===== config.mk =====
export PLATFORM = sky130hd
export DESIGN_NAME = key_input_decoder_flat
export DESIGN_NICKNAME = d
export VERILOG_FILES = /design/src/rtl/key_input_decoder_pkg.sv /design/src/rtl/key_input_decoder_if.sv /design/src/rtl/key_debounce_channel.sv /design/src/rtl/key_input_decoder.sv /design/src/flat_wrapper.sv
export SDC_FILE = /design/constraint.sdc
export NUM_CORES = 1
export LEC_CHECK = 0
export BUFFER_PORTS_ARGS = -buffer_cell sky130_fd_sc_hd__buf_2
export CELL_PAD_IN_SITES_DETAIL_PLACEMENT = 1
export CELL_PAD_IN_SITES_GLOBAL_PLACEMENT = 1
export CORE_MARGIN = 1.5
export CORE_UTILIZATION = 45
export DETAILED_ROUTE_END_ITERATION = 10
export PLACE_DENSITY_LB_ADDON = 0.1
export SLEW_MARGIN = 20
export SYNTH_ARGS = -nofsm -noshare
export SYNTH_HDL_FRONTEND = slang
export SYNTH_SLANG_ARGS = --single-unit

===== constraint.sdc =====
create_clock -name clock -period 10.6 [get_ports clock]
set_input_delay 2.12 -clock clock [delete_from_list [all_inputs] [get_ports clock]]
set_output_delay 2.12 -clock clock [all_outputs]
set_load 0.01 [all_outputs]

===== src/rtl/key_input_decoder_pkg.sv =====
// Shared types and timing constants for the key input decoder.
// Latency: n/a (declarations only).
// Backpressure: n/a.
package key_input_pkg;

  typedef enum logic [1:0] {
    IDLE      = 2'd0,
    PRESSED   = 2'd1,
    LONG_HELD = 2'd2
  } key_fsm_e;

  localparam int unsigned CLK_HZ              = 50_000_000;
  // 20 ms of stable level before a new key level is believed
  localparam int unsigned DEF_DEBOUNCE_CYCLES = CLK_HZ / 50;
  // 1 s of continuous hold marks a long press
  localparam int unsigned DEF_LONG_CYCLES     = CLK_HZ;

endpackage


===== src/rtl/key_input_decoder_if.sv =====
// Key pins in, debounced level and per-key event pulses out.
// Latency: n/a (signal bundle only).
// Backpressure: none; pulses are one-cycle strobes the consumer must catch.
interface key_input_decoder_if #(
  parameter int unsigned NUM_KEYS = 4
);
  logic [NUM_KEYS-1:0] key_raw;
  logic [NUM_KEYS-1:0] key_state;
  logic [NUM_KEYS-1:0] key_press;
  logic [NUM_KEYS-1:0] key_release;
  logic [NUM_KEYS-1:0] key_short;
  logic [NUM_KEYS-1:0] key_long;

  // Board side: drives the pins and watches the events
  modport master (
    output key_raw,
    input  key_state, key_press, key_release, key_short, key_long
  );

  // Decoder side
  modport slave (
    input  key_raw,
    output key_state, key_press, key_release, key_short, key_long
  );
endinterface


===== src/rtl/key_debounce_channel.sv =====
// One key: 2-flop sync, debounce, short/long press classifier.
// Latency: raw edge -> key_state/key_press DEBOUNCE_CYCLES+2 cycles; key_long LONG_CYCLES-1 after key_press.
// Backpressure: none; every event is a single-cycle pulse.
module key_debounce_channel
  import key_input_pkg::*;
#(
  parameter bit          ACTIVE_LOW      = 1'b1,
  parameter int unsigned DEBOUNCE_CYCLES = DEF_DEBOUNCE_CYCLES,
  parameter int unsigned LONG_CYCLES     = DEF_LONG_CYCLES
) (
  input  logic clock,
  input  logic reset,
  input  logic key_raw,
  output logic key_state,
  output logic key_press,
  output logic key_release,
  output logic key_short,
  output logic key_long
);

  // Raw pin level while the key is not pressed
  localparam logic        IDLE_LEVEL = ACTIVE_LOW;
  localparam logic [31:0] DB_LAST    = 32'(DEBOUNCE_CYCLES - 1);
  localparam logic [31:0] LONG_LAST  = 32'(LONG_CYCLES - 1);

  logic        sync1;
  logic        sync2;
  logic        synced;
  logic [31:0] db_cnt;
  logic        accept;
  logic        rise;
  logic        fall;
  key_fsm_e    state;
  key_fsm_e    state_next;
  logic [31:0] hold;
  logic [31:0] hold_next;
  logic        short_next;
  logic        long_next;

  // Two-flop synchroniser; polarity is normalised only after the second flop
  always_ff @(posedge clock or posedge reset) begin
    if (reset) begin
      sync1 <= IDLE_LEVEL;
      sync2 <= IDLE_LEVEL;
    end else begin
      sync1 <= key_raw;
      sync2 <= sync1;
    end
  end

  assign synced = ACTIVE_LOW ? ~sync2 : sync2;

  // A level change is accepted on the DEBOUNCE_CYCLES-th consecutive differing cycle
  always_comb begin
    accept = (synced != key_state) && (db_cnt == DB_LAST);
    rise   = accept & synced;
    fall   = accept & ~synced;
  end

  // Debounce counter; any return to the accepted level restarts the count
  always_ff @(posedge clock or posedge reset) begin
    if (reset) begin
      key_state <= 1'b0;
      db_cnt    <= '0;
    end else if (synced == key_state) begin
      db_cnt <= '0;
    end else if (accept) begin
      key_state <= synced;
      db_cnt    <= '0;
    end else begin
      db_cnt <= db_cnt + 32'd1;
    end
  end

  // Press classifier; a release on the long-threshold cycle counts as short
  always_comb begin
    state_next = state;
    hold_next  = hold;
    short_next = 1'b0;
    long_next  = 1'b0;
    case (state)
      IDLE: begin
        if (rise) begin
          state_next = PRESSED;
          hold_next  = '0;
        end
      end
      PRESSED: begin
        hold_next = (hold == 32'hFFFF_FFFF) ? hold : hold + 32'd1;
        if (fall) begin
          short_next = 1'b1;
          state_next = IDLE;
        end else if (hold_next == LONG_LAST) begin
          long_next  = 1'b1;
          state_next = LONG_HELD;
        end
      end
      LONG_HELD: begin
        if (fall) state_next = IDLE;
      end
      default: state_next = IDLE;
    endcase
  end

  // Classifier state and registered event pulses, aligned with key_state
  always_ff @(posedge clock or posedge reset) begin
    if (reset) begin
      state       <= IDLE;
      hold        <= '0;
      key_press   <= 1'b0;
      key_release <= 1'b0;
      key_short   <= 1'b0;
      key_long    <= 1'b0;
    end else begin
      state       <= state_next;
      hold        <= hold_next;
      key_press   <= rise;
      key_release <= fall;
      key_short   <= short_next;
      key_long    <= long_next;
    end
  end

endmodule


===== src/rtl/key_input_decoder.sv =====
// NUM_KEYS independent debounced push-buttons with press/release/short/long events.
// Latency: raw edge -> key_state/key_press DEBOUNCE_CYCLES+2 cycles.
// Backpressure: none; outputs are level + single-cycle pulses.
module key_input_decoder
  import key_input_pkg::*;
#(
  parameter int unsigned NUM_KEYS        = 4,
  parameter bit          ACTIVE_LOW      = 1'b1,
  parameter int unsigned DEBOUNCE_CYCLES = DEF_DEBOUNCE_CYCLES,
  parameter int unsigned LONG_CYCLES     = DEF_LONG_CYCLES
) (
  input  logic               clock,
  input  logic               reset,
  key_input_decoder_if.slave keys
);

  logic [NUM_KEYS-1:0] state_w;
  logic [NUM_KEYS-1:0] press_w;
  logic [NUM_KEYS-1:0] release_w;
  logic [NUM_KEYS-1:0] short_w;
  logic [NUM_KEYS-1:0] long_w;

  for (genvar i = 0; i < NUM_KEYS; i++) begin : g_key
    key_debounce_channel #(
      .ACTIVE_LOW      (ACTIVE_LOW),
      .DEBOUNCE_CYCLES (DEBOUNCE_CYCLES),
      .LONG_CYCLES     (LONG_CYCLES)
    ) u_channel (
      .clock       (clock),
      .reset       (reset),
      .key_raw     (keys.key_raw[i]),
      .key_state   (state_w[i]),
      .key_press   (press_w[i]),
      .key_release (release_w[i]),
      .key_short   (short_w[i]),
      .key_long    (long_w[i])
    );
  end

  assign keys.key_state   = state_w;
  assign keys.key_press   = press_w;
  assign keys.key_release = release_w;
  assign keys.key_short   = short_w;
  assign keys.key_long    = long_w;

endmodule


===== src/flat_wrapper.sv =====
// flat-port wrapper written by rule: the top's interface ports become plain ports
module key_input_decoder_flat import key_input_pkg::*;
#(
  parameter int unsigned NUM_KEYS        = 4,
  parameter bit          ACTIVE_LOW      = 1'b1,
  parameter int unsigned DEBOUNCE_CYCLES = DEF_DEBOUNCE_CYCLES,
  parameter int unsigned LONG_CYCLES     = DEF_LONG_CYCLES
)
  (clock, reset, keys_key_raw, keys_key_state, keys_key_press, keys_key_release, keys_key_short, keys_key_long);
  key_input_decoder_if #(.NUM_KEYS(NUM_KEYS)) keys_i ();
  input  logic clock;
  input  logic reset;
  input wire logic [$bits(keys_i.key_raw)-1:0] keys_key_raw;
  output wire logic [$bits(keys_i.key_state)-1:0] keys_key_state;
  output wire logic [$bits(keys_i.key_press)-1:0] keys_key_press;
  output wire logic [$bits(keys_i.key_release)-1:0] keys_key_release;
  output wire logic [$bits(keys_i.key_short)-1:0] keys_key_short;
  output wire logic [$bits(keys_i.key_long)-1:0] keys_key_long;
  assign keys_i.key_raw = keys_key_raw;
  assign keys_key_state = keys_i.key_state;
  assign keys_key_press = keys_i.key_press;
  assign keys_key_release = keys_i.key_release;
  assign keys_key_short = keys_i.key_short;
  assign keys_key_long = keys_i.key_long;
  key_input_decoder #(.NUM_KEYS(NUM_KEYS), .ACTIVE_LOW(ACTIVE_LOW), .DEBOUNCE_CYCLES(DEBOUNCE_CYCLES), .LONG_CYCLES(LONG_CYCLES)) u_core (.clock(clock), .reset(reset), .keys(keys_i));
endmodule

==> results of run 1 <==
==> final cells by class <==
cell class | count | area [µm²]
fill | 4290 | 18300
multi-input combinational | 1494 | 8790
sequential | 292 | 7320
clock buffer | 49 | 1030
tap | 468 | 586
timing repair buffer | 45 | 279
clock inverter | 14 | 174
inverter | 43 | 169
==> registers in the layout, indices dropped and copies added, names as in the netlist <==
signal                              cells
u_core.g_key.u_channel.hold           128
u_core.g_key.u_channel.key_press        4
u_core.g_key.u_channel.key_state        4
u_core.g_key.u_channel.key_short        4
u_core.g_key.u_channel.sync1            4
u_core.g_key.u_channel.sync2            4
u_core.g_key.u_channel.db_cnt         128
u_core.g_key.u_channel.key_long         4
u_core.g_key.u_channel.key_release      4
u_core.g_key.u_channel.state            8
==> cells by family (layout without fill, tap and decap cells) <==
group,Yosys count,count (layout),synth area share (%)
flip-flops,292,292,43.4
AO/OA/AOI/OAI,411,411,14.8
XOR/XNOR,147,147,7.64
buffers and inverters,168,151,4.48
AND/OR/NAND/NOR,918,918,28.4
adder cells (fa/ha/maj),8,8,0.594
multiplexers,10,10,0.624
==> routing by layer <==
metal | up-vias | GRT usage (%)
met5 | - | 0
met4 | 0 | 6.95
met3 | 64 | 2.94
met2 | 159 | 40.2
met1 | 7432 | 32.8
li1 | 6958 | -
==> worst paths after layout <==
kind / from / endpoint / slack [ps] / depth (start not counted)
setup / recovery: reset / u_core.g_key[0].u_channel.db_cnt[14]$_DFF_PP0_ / 6910 / 4
hold / removal: u_core.g_key[0].u_channel.sync1$_DFF_PP1_ / u_core.g_key[0].u_channel.sync2$_DFF_PP1_ / 360 / 0
setup reg to reg: u_core.g_key[3].u_channel.hold[0]$_DFFE_PP0P_ / u_core.g_key[3].u_channel.state[1]$_DFFE_PP0P_ / 6980 / 9
hold reg to reg: u_core.g_key[0].u_channel.sync1$_DFF_PP1_ / u_core.g_key[0].u_channel.sync2$_DFF_PP1_ / 360 / 0
max in group clock: u_core.g_key[3].u_channel.hold[0]$_DFFE_PP0P_ / u_core.g_key[3].u_channel.state[1]$_DFFE_PP0P_ / 6980 / 9
min in group asynchronous: reset / u_core.g_key[1].u_channel.hold[27]$_DFFE_PP0P_ / 1720 / 2
==> power breakdown <==
group / total [mW] / internal (mW) / switching (mW)
logic: 0.0407 / 0.00698 / 0.0337
clock network: 1.25 / 0.756 / 0.497
registers: 1.13 / 1.12 / 0.00463
total: 2.42 / 1.88 / 0.536
==> cell usage in the layout, fill, tap and decap left out, types with 23 or more instances in the layout <==
master       n
clkbuf_16   36
and2_1      23
nor3_1      53
nand3_1    108
xor2_1      73
and4_1      24
xnor2_1     74
inv_1       42
buf_2       25
a31oi_1     36
dfrtp_1    284
nand2_1    154
nor2_1     246
nor4_1      38
o21ai_0    169
or3_1       39
o31ai_1     39
nand4_1     91
and3_1      58
a21oi_1     76
==> metrics by stage <==
step	total power [mW]	std cells	utilization [%]	hold slack (ps)	worst slack, ps
floorplan	1.17	1954	-	345	431
global placement	1.19	2342	46.7	346	6240
detailed placement	1.19	2342	46.7	347	6230
CTS	2.46	2405	50.0	358	6830
global route	2.51	2405	50.0	359	6580
finish	2.42	2405	50.0	357	6910
==> worst register-to-register path: cells and delay by family, from the launching register on <==
family | cells | cell delay [ps]
AND/OR/NAND/NOR | 5 | 2030
AO/OA/AOI/OAI | 3 | 820
flip-flops | 1 | 430
adder cells (fa/ha/maj) | 1 | 300
==> out/metrics.yaml, run 1 <==
status:
  outcome: "finished, final reports clean"
synthesis:
  yosys.area.top_type: "dfrtp_1"
  post-synth-top-count-cell: "dfrtp_1"
  synthArstFlopShare_pct: 100
  synth_top_area_share_pct: 42.2
  avgSynthCellArea_um2: 8.62
  synth_edf_count: 0
  synth-main-ff-cell: "dfrtp_1"
  synth_cells: 1954
  yosys.cell_types.count: 83
  synth_seq_cells: 292
  synthTopCellsByArea: "dfrtp_1 (42%), nor2_1 (5.5%), o21ai_0 (5.1%), xnor2_1 (3.8%), xor2_1 (3.8%)"
  synthTopCellsByCount: "dfrtp_1 (284), nor2_1 (246), o21ai_0 (171)"
  mappedNetlistArea_mm2: 0.0168
  yosys_warnings: 0
  synth_nets: 1968
  ys_seq_area_share_pct: 43.4
route:
  route.met3.wl_um: 1050
  finalWirelength_um: 44800
  wl_per_cell_um: 18.6
  wl_met1_um: 21300
  drt_iter0_drc: 879
  first_pass_iters: 4
  top_layer: "met4"
  vias_per_cell: 6.08
  vias: 14600
  wl_met2_um: 21500
  drcViolationCount: 0
  drt.antenna.violating_nets: 0
timing:
  maxSlewViolCount: 0
  finalCriticalPeriod_ps: 3690
  finalClockSkew_ps: 26.4
  max_freq_mhz: 271
  tightest_slew_ps: 929
  fin_crit_sh_pct: 34.9
  hold_viol: 0
  setup_viol: 0
  tns_ps: 0
  rsz0062_at_grt: "false"
  slew_headroom_pct: 37.8
cells_and_area:
  antenna_cells: 0
  area_growth_syn_to_layout_pct: 8.93
  nets: 1925
  drive_above_1_share_pct: 7.69
  final_area_mm2: 0.0183
place:
  place.gp.congestion: 0.851
  place_area_mm2: 0.0171
  io_buffers: 25
  post-dp-hpwl_um: 29800
floorplan:
  rows: 70
  core_region_area_mm2: 0.0367
  die_h_um: 196
  die_x_um: 196
  start_util_pct: 45.9
  dieArea_mm2: 0.0386
  ioPinCount: 26
worst_setup_path:
  crit_type: "input port to async pin"
  crit_required_ps: 11200
  timing.critical_path.buf_inv: 4
  crit_fanout: 112
  worstPathArrival_ps: 4300
  critPathLaunchType: "input port"
  path_common_cell: "buf_4"
  slowest_delay_ps: 700
  crit_family: "buffers and inverters"
  end_kind: "async pin"
  slowest_stage: "buf_4"
  crit_chain: "buf_2 > inv_8 > buf_4 > buf_4"
global_routing:
  grt_max_degree: 113
  first_global_vias: 15200
  antenna_found_initial: 0
  grt.total_usage_pct: 24.1
  grt_first_pass_wirelength_um: 77600
  grt_remaining_overflow: 0
cts:
  htree_levels: 2
  cts-buffers-inserted: 35
  root_buffer: "clkbuf_16"
  clk_latency_ps: 540
  cts_tree: "done"
  clkTransAtPathRegs_ps: 50
  cts.sinks: 292
  ctsHoldBuffers: 0
  clk_path_buf_depth: 3
  cts_setup_buffers: 0
  cts_resized: 0
power_and_ir_drop:
  ir_drop_mv: 0.111
  power.leakage_nw: 7.42
  power.density_mw_per_mm2: 132
flow_run:
  maxCapViolCount: 0
hold_path:
  min_path_type: "flip-flop to flip-flop"
No activity file was read; power rests on OpenSTA's default activity.
==> run 2, diff against run 1 <==
Settings changed: CORE_UTILIZATION 45 to 49.
Clock period 10.6 ns to 3.4 ns, I/O delays scaled along.
==> run 2 against run 1 <==
Flip-flop and latch count did not move. Register-to-register slack got worse by 6800 ps. Worst setup slack worse by 6800 ps. Critical endpoint is now u_core.g_key[3].u_channel.state[1]$_DFFE_PP0P_. Via count increased by 2.0%.
==> out/metrics.yaml, run 2 (synthesis gave the netlist of run 1 again) <==
status:
  outcome: "finished, final reports clean"  # unchanged
cts:
  ctsHoldBuffers: 0  # unchanged
  clk_latency_ps: 550  # was 540 ps
  clk_path_buf_depth: 3  # unchanged
  cts-buffers-inserted: 35  # unchanged
  htree_levels: 2  # unchanged
  clkTransAtPathRegs_ps: 60  # was 50 ps
  cts.sinks: 292  # unchanged
  root_buffer: "clkbuf_16"  # unchanged
  cts_tree: "done"  # unchanged
cells_and_area:
  fillers: 3968  # was 4290
  area_growth_syn_to_layout_pct: 11.4  # was 8.93%
  layout_commonest_cell: "dfrtp_1"  # unchanged
  antenna_cells: 0  # unchanged
  final_cell_mix: "dfrtp_1 (284), nor2_1 (246), o21ai_0 (169)"  # unchanged
  drive_above_1_share_pct: 10.1  # was 7.69%
  nets: 1968  # was 1925
  postLayoutCoreUtil_pct: 55.7  # was 50.0%
  largest_registers: "u_core.g_key.u_channel.db_cnt x128, u_core.g_key.u_channel.hold x128, u_core.g_key.u_channel.state x8"  # unchanged
  final_area_mm2: 0.0188  # was 0.0183 mm²
floorplan:
  rows: 67  # was 70
  dieArea_mm2: 0.0355  # was 0.0386 mm²
  die_x_um: 188  # was 196 µm
  ioPinCount: 26  # unchanged
  start_util_pct: 50.0  # was 45.9%
  core_region_area_mm2: 0.0337  # was 0.0367 mm²
  die_h_um: 188  # was 196 µm
place:
  io_buffers: 25  # unchanged
  post-dp-hpwl_um: 31000  # was 29800 µm
  place.gp.congestion: 0.910  # was 0.851
  place_area_mm2: 0.0175  # was 0.0171 mm²
route:
  drt.antenna.violating_nets: 0  # unchanged
  vias_per_cell: 6.15  # was 6.08
  vias: 14900  # was 14.6k
  wl_per_cell_um: 18.8  # was 18.6 µm
  drt_iter0_drc: 1005  # was 879
  drcViolationCount: 0  # unchanged
  finalWirelength_um: 45600  # was 44800 µm
  first_pass_iters: 5  # was 4
power_and_ir_drop:
  power.leakage_nw: 7.67  # was 7.42 nW
  ir_drop_mv: 0.389  # was 0.111 mV
  power.density_mw_per_mm2: 411  # was 132 mW/mm²
timing:
  maxSlewViolCount: 0  # unchanged
  fin_crit_sh_pct: 95.6
  finalClockSkew_ps: 12.9  # was 26.4 ps
  finalCriticalPeriod_ps: 3250
  tightest_slew_ps: 988  # was 929 ps
  setup_viol: 0  # unchanged
  slew_headroom_pct: 34.0  # was 37.8%
  hold_viol: 0  # unchanged
  max_freq_mhz: 308
worst_setup_path:
  r2r_cells: 8  # was 9
  r2r_end: "u_core.g_key[3].u_channel.state[1]$_DFFE_PP0P_"  # unchanged
  worstPathArrival_ps: 3730  # was 4300 ps
  crit_type: "flip-flop to flip-flop"  # was input port to async pin
  r2r-start: "u_core.g_key[3].u_channel.hold[22]$_DFFE_PP0P_"  # was u_core.g_key[3].u_channel.hold[0]$_DFFE_PP0P_
  reg2reg_slack_ps: 150  # was 6980 ps
  critPathLaunchType: "flip-flop"  # was input port
  end_kind: "flip-flop"  # was async pin
  crit_fanout: 13  # was 112
  crit_required_ps: 3880  # was 11200 ps
global_routing:
  antenna_found_initial: 0  # unchanged
  grt.total_usage_pct: 26.6  # was 24.1%
  grt_remaining_overflow: 0  # unchanged
  grt_max_degree: 64  # was 113
  grt_first_pass_wirelength_um: 78800  # was 77600 µm
  first_global_vias: 15800  # was 15.2k
hold_path:
  hold_end: "u_core.g_key[1].u_channel.sync1$_DFF_PP1_"  # was u_core.g_key[0].u_channel.sync2$_DFF_PP1_
  min_path_type: "input port to flip-flop"  # was flip-flop to flip-flop
  hp-start: "keys_key_raw[1]"  # was u_core.g_key[0].u_channel.sync1$_DFF_PP1_
  min_path_cells: 1  # was 0
flow_run:
  maxCapViolCount: 0  # unchanged
## run 2: cell count changes in the layout (fill, tap and decap cells not counted), moves of 2 or more
cell       previous run  this run
buf_12                0         4
nor4_2                2         4
clkbuf_1              5         2
bufinv_16             3         5
nor4_1               38        36
inv_6                 2         0
buf_4                19        59
## run 2: worst max path at each step
stage,startpoint,end,cells after the start
after floorplan,reset,u_core.g_key[0].u_channel.db_cnt[0]$_DFF_PP0_,1
after global placement,u_core.g_key[3].u_channel.hold[17]$_DFFE_PP0P_,u_core.g_key[3].u_channel.state[1]$_DFFE_PP0P_,8
after detailed placement,u_core.g_key[1].u_channel.hold[0]$_DFFE_PP0P_,u_core.g_key[1].u_channel.state[0]$_DFFE_PP0P_,9
after CTS,u_core.g_key[3].u_channel.hold[17]$_DFFE_PP0P_,u_core.g_key[3].u_channel.state[1]$_DFFE_PP0P_,8
after global routing,u_core.g_key[1].u_channel.hold[0]$_DFFE_PP0P_,u_core.g_key[1].u_channel.key_long$_DFF_PP0_,9
final,u_core.g_key[3].u_channel.hold[22]$_DFFE_PP0P_,u_core.g_key[3].u_channel.state[1]$_DFFE_PP0P_,8
## run 2: what timing repair did
action,in CTS,in global routing
hold endpoints to repair,0,0
buffers inserted,0,3
gates resized for setup,0,7
setup endpoints to repair,0,10
## run 2: where the power goes
part | total (mW) | switching (mW) | leakage, nW | internal (mW)
Sequential | 3.51 | 0.0140 | 4.04 | 3.50
Clock | 4.07 | 1.54 | 0.607 | 2.53
Combinational | 0.139 | 0.108 | 3.02 | 0.0306
## run 2: critical path: stages (launching register included)
cell and delay (ps):
dfrtp_1 440, and2_0 300, and4_1 300, and3_2 330, or4_1 510, a2111oi_0 570
nand4_1 240, nor4_1 350, o21a_1 150
## run 2: stage by stage
| stage | setup TNS, ps | total power, mW | hold slack (ps) | std cells | setup slack, ps |
|---|---|---|---|---|---|
| floorplan | -327120 | 3.66 | 345 | 1954 | -1150 |
| detailed placement | 0 | 3.72 | 347 | 2362 | 110 |
| finish | 0 | 7.72 | 236 | 2426 | 148 |
| global route | -38.5 | 7.97 | 217 | 2426 | -34.1 |
| global placement | 0 | 3.71 | 346 | 2362 | 180 |
| CTS | 0 | 7.83 | 210 | 2423 | 91.6 |
## run 2: layout make-up
type                            instances  area (µm²)  area share, %
Clock buffer                           47        1040           5.56
Clock inverter                         14         209           1.11
Inverter                               43         165          0.880
Multi-Input combinational cell       1494        8820           47.0
Sequential cell                       292        7320           39.0
Tap cell                              448         561           2.99
Timing Repair Buffer                   88         648           3.45
## run 2: layer usage
layer	routed length, µm	vias up	share of wire (%)	track usage, %
met5	0	-	0	0
met1	20600	7567	45	34.6
met4	933	0	2.0	8.73
li1	-	7054	-	-
met2	22800	213	50	46.1
met3	1280	75	2.8	3.22
==> run 3, diff against run 2 <==
Settings changed: ABC_CLOCK_PERIOD_IN_PS from default to 3400, CORE_MARGIN 1.5 to default.
==> run 3 against run 2 <==
Flip-flop and latch count stayed put. Die area decreased by 1.1%. Combinational power fell by 3%. Utilization fell by 0.18 points. Clock-buffer cell count increased by 9. Global-route usage increased by 0.50 points. Worst hold slack lost 110 ps. Via count rose by 0.38%. Sequential power about the same. First-iteration DRC count fell by 16%. Fmax up 1.2%. Non-clock buffer count down 5. Critical path type unchanged.
==> out/metrics.yaml, run 3 (synthesis gave the netlist of run 1 again) <==
cells_and_area:
  nets: 1964  # was 1968
  layout_commonest_cell: "dfrtp_1"  # unchanged
  largest_registers: "u_core.g_key.u_channel.db_cnt x128, u_core.g_key.u_channel.hold x128, u_core.g_key.u_channel.state x8"  # unchanged
  instances_no_fill: 2423  # was 2426
  antenna_cells: 0  # unchanged
  area_growth_syn_to_layout_pct: 11.1  # was 11.4%
  final_cell_mix: "dfrtp_1 (284), nor2_1 (246), o21ai_0 (169)"  # unchanged
  drive_above_1_share_pct: 9.72  # was 10.1%
  fillers: 3904  # was 3968
power_and_ir_drop:
  ir_drop_mv: 0.449  # was 0.389 mV
  power.leakage_nw: 7.65  # was 7.67 nW
  power.density_mw_per_mm2: 409  # was 411 mW/mm²
floorplan:
  start_util_pct: 50.0  # unchanged
  ioPinCount: 26  # unchanged
  rows: 67  # unchanged
  die_x_um: 187  # was 188 µm
  core_region_area_mm2: 0.0337  # unchanged
  die_h_um: 187  # was 188 µm
  dieArea_mm2: 0.0351  # was 0.0355 mm²
worst_setup_path:
  end_kind: "flip-flop"  # unchanged
  path_common_cell: "nand4_1"
  crit_family: "simple AND/OR/NAND/NOR gates"  # unchanged
  crit_type: "flip-flop to flip-flop"  # unchanged
  worstPathArrival_ps: 3630  # was 3730 ps
  crit_fanout: 8  # was 13
  crit_chain: "nand4_1 > nor2_1 > nand4_1 > nor4b_1 > buf_4 > nand3_1 > a2111oi_1 > and3_1 > nor4_1"  # was and2_0 > and4_1 > and3_2 > or4_1 > a2111oi_0 > nand4_1 > nor4_1 > o21a_1
  slowest_delay_ps: 590  # was 570 ps
  slowest_stage: "a2111oi_1"  # was a2111oi_0
  timing.critical_path.buf_inv: 1  # was 0
  crit_required_ps: 3820  # was 3880 ps
  critPathLaunchType: "flip-flop"  # unchanged
place:
  io_buffers: 25  # unchanged
  place.gp.congestion: 0.904  # was 0.910
  post-dp-hpwl_um: 31500  # was 31000 µm
  dp_cells: 2360  # was 2362
  place_ws_ps: 150  # was 110 ps
route:
  top_layer: "met4"  # unchanged
  first_pass_iters: 4  # was 5
  finalWirelength_um: 46600  # was 45600 µm
  drt.antenna.violating_nets: 0  # unchanged
  route.met3.wl_um: 1190  # was 1280 µm
  drcViolationCount: 0  # unchanged
  wl_per_cell_um: 19.3  # was 18.8 µm
  vias_per_cell: 6.18  # was 6.15
  vias: 15000  # was 14.9k
  wl_met1_um: 21100  # was 20600 µm
  wl_met2_um: 23500  # was 22800 µm
  drt_iter0_drc: 842  # was 1005
cts:
  cts-buffers-inserted: 36  # was 35
  clk_latency_ps: 530  # was 550 ps
  root_buffer: "clkbuf_16"  # unchanged
  cts_tree: "done"  # unchanged
  clk_path_buf_depth: 3  # unchanged
  cts.sinks: 292  # unchanged
  clkTransAtPathRegs_ps: 60  # about the same
  cts_setup_buffers: 0  # unchanged
  htree_levels: 2  # unchanged
timing:
  maxSlewViolCount: 0  # unchanged
  hold_viol: 0  # unchanged
  finalCriticalPeriod_ps: 3210  # was 3250 ps
  max_freq_mhz: 311  # was 308 MHz
  setup_slack_ps: 188  # was 148 ps
  finalClockSkew_ps: 16.1  # was 12.9 ps
  tightest_slew_ps: 946  # was 988 ps
  rsz0062_at_grt: "false"
  fin_crit_sh_pct: 94.5  # was 95.6%
  slew_headroom_pct: 36.9  # was 34.0%
  setup_viol: 0  # unchanged
status:
  outcome: "finished, final reports clean"  # unchanged
global_routing:
  grt_max_degree: 106  # was 64
  grt_first_pass_wirelength_um: 79900  # was 78800 µm
  grt.total_usage_pct: 27.1  # was 26.6%
  antenna_found_initial: 0  # unchanged
  first_global_vias: 15700  # was 15.8k
  grt_remaining_overflow: 0  # unchanged
flow_run:
  maxCapViolCount: 0  # unchanged
hold_path:
  min_path_type: "input port to async pin"  # was input port to flip-flop
==> run 3: final cells by class <==
cell class	count	area, µm²	area share, %
multi-input cells	1494	8830	47.2
flip-flops and latches	292	7320	39.1
clock buffers	56	1120	5.97
repair buffers	83	598	3.20
well taps	448	561	3.00
inverters	43	165	0.883
clock inverters	7	118	0.629
==> run 3: path summary, 6_finish.rpt <==
path | start | end | slack (ps) | cells past startpoint
worst max-delay path | u_core.g_key[2].u_channel.hold[9]$_DFFE_PP0P_ | u_core.g_key[2].u_channel.state[0]$_DFFE_PP0P_ | 190 | 9
worst min-delay path | reset | u_core.g_key[0].u_channel.db_cnt[29]$_DFF_PP0_ | 130 | 2
worst max register to register | u_core.g_key[2].u_channel.hold[9]$_DFFE_PP0P_ | u_core.g_key[2].u_channel.state[0]$_DFFE_PP0P_ | 190 | 9
worst min register to register | u_core.g_key[1].u_channel.sync1$_DFF_PP1_ | u_core.g_key[1].u_channel.sync2$_DFF_PP1_ | 350 | 0
max in group asynchronous | reset | u_core.g_key[1].u_channel.db_cnt[30]$_DFF_PP0_ | 2400 | 3
min in group clock | keys_key_raw[2] | u_core.g_key[2].u_channel.sync1$_DFF_PP1_ | 250 | 1
==> run 3: power breakdown <==
| part | switching [mW] | internal, mW | leakage (nW) |
|---|---|---|---|
| registers | 0.0145 | 3.50 | 4.04 |
| clock network | 1.52 | 2.48 | 0.610 |
| logic | 0.108 | 0.0275 | 3.00 |
==> run 3: worst reg2reg max path: stages, from the launching register on <==
cell and delay (ps):
dfrtp_1 500, nand4_1 390, nor2_1 290, nand4_1 240, nor4b_1 490, buf_4 210
nand3_1 100, a2111oi_1 590, and3_1 240, nor4_1 40
==> run 3: through the flow <==
step / area (µm²) / hold WS (ps) / power [mW] / TNS, ps / util (%)
finish: 18700 / 125 / 7.64 / 0 / 55.5
global route: 18700 / 128 / 7.88 / 0 / 55.5
CTS: 18700 / 110 / 7.74 / 0 / 55.4
detailed placement: 17400 / 347 / 3.72 / 0 / 51.7
global placement: 17400 / 345 / 3.71 / 0 / 51.7
floorplan: 16800 / 345 / 3.66 / -327120 / -
==> run 3: repair_timing <==
| item | in CTS | in global routing |
|---|---|---|
| setup endpoints to repair | 0 | 10 |
| gates resized for setup | 0 | 7 |
| hold buffers | 0 | 0 |
==> run 3: layer usage <==
layer  global-route usage (%)  vias to the layer above
li1                         -                     7045
met1                     35.4                     7641
met2                     47.5                      214
met3                     2.87                       66
met4                     7.75                        0
met5                        0                        -
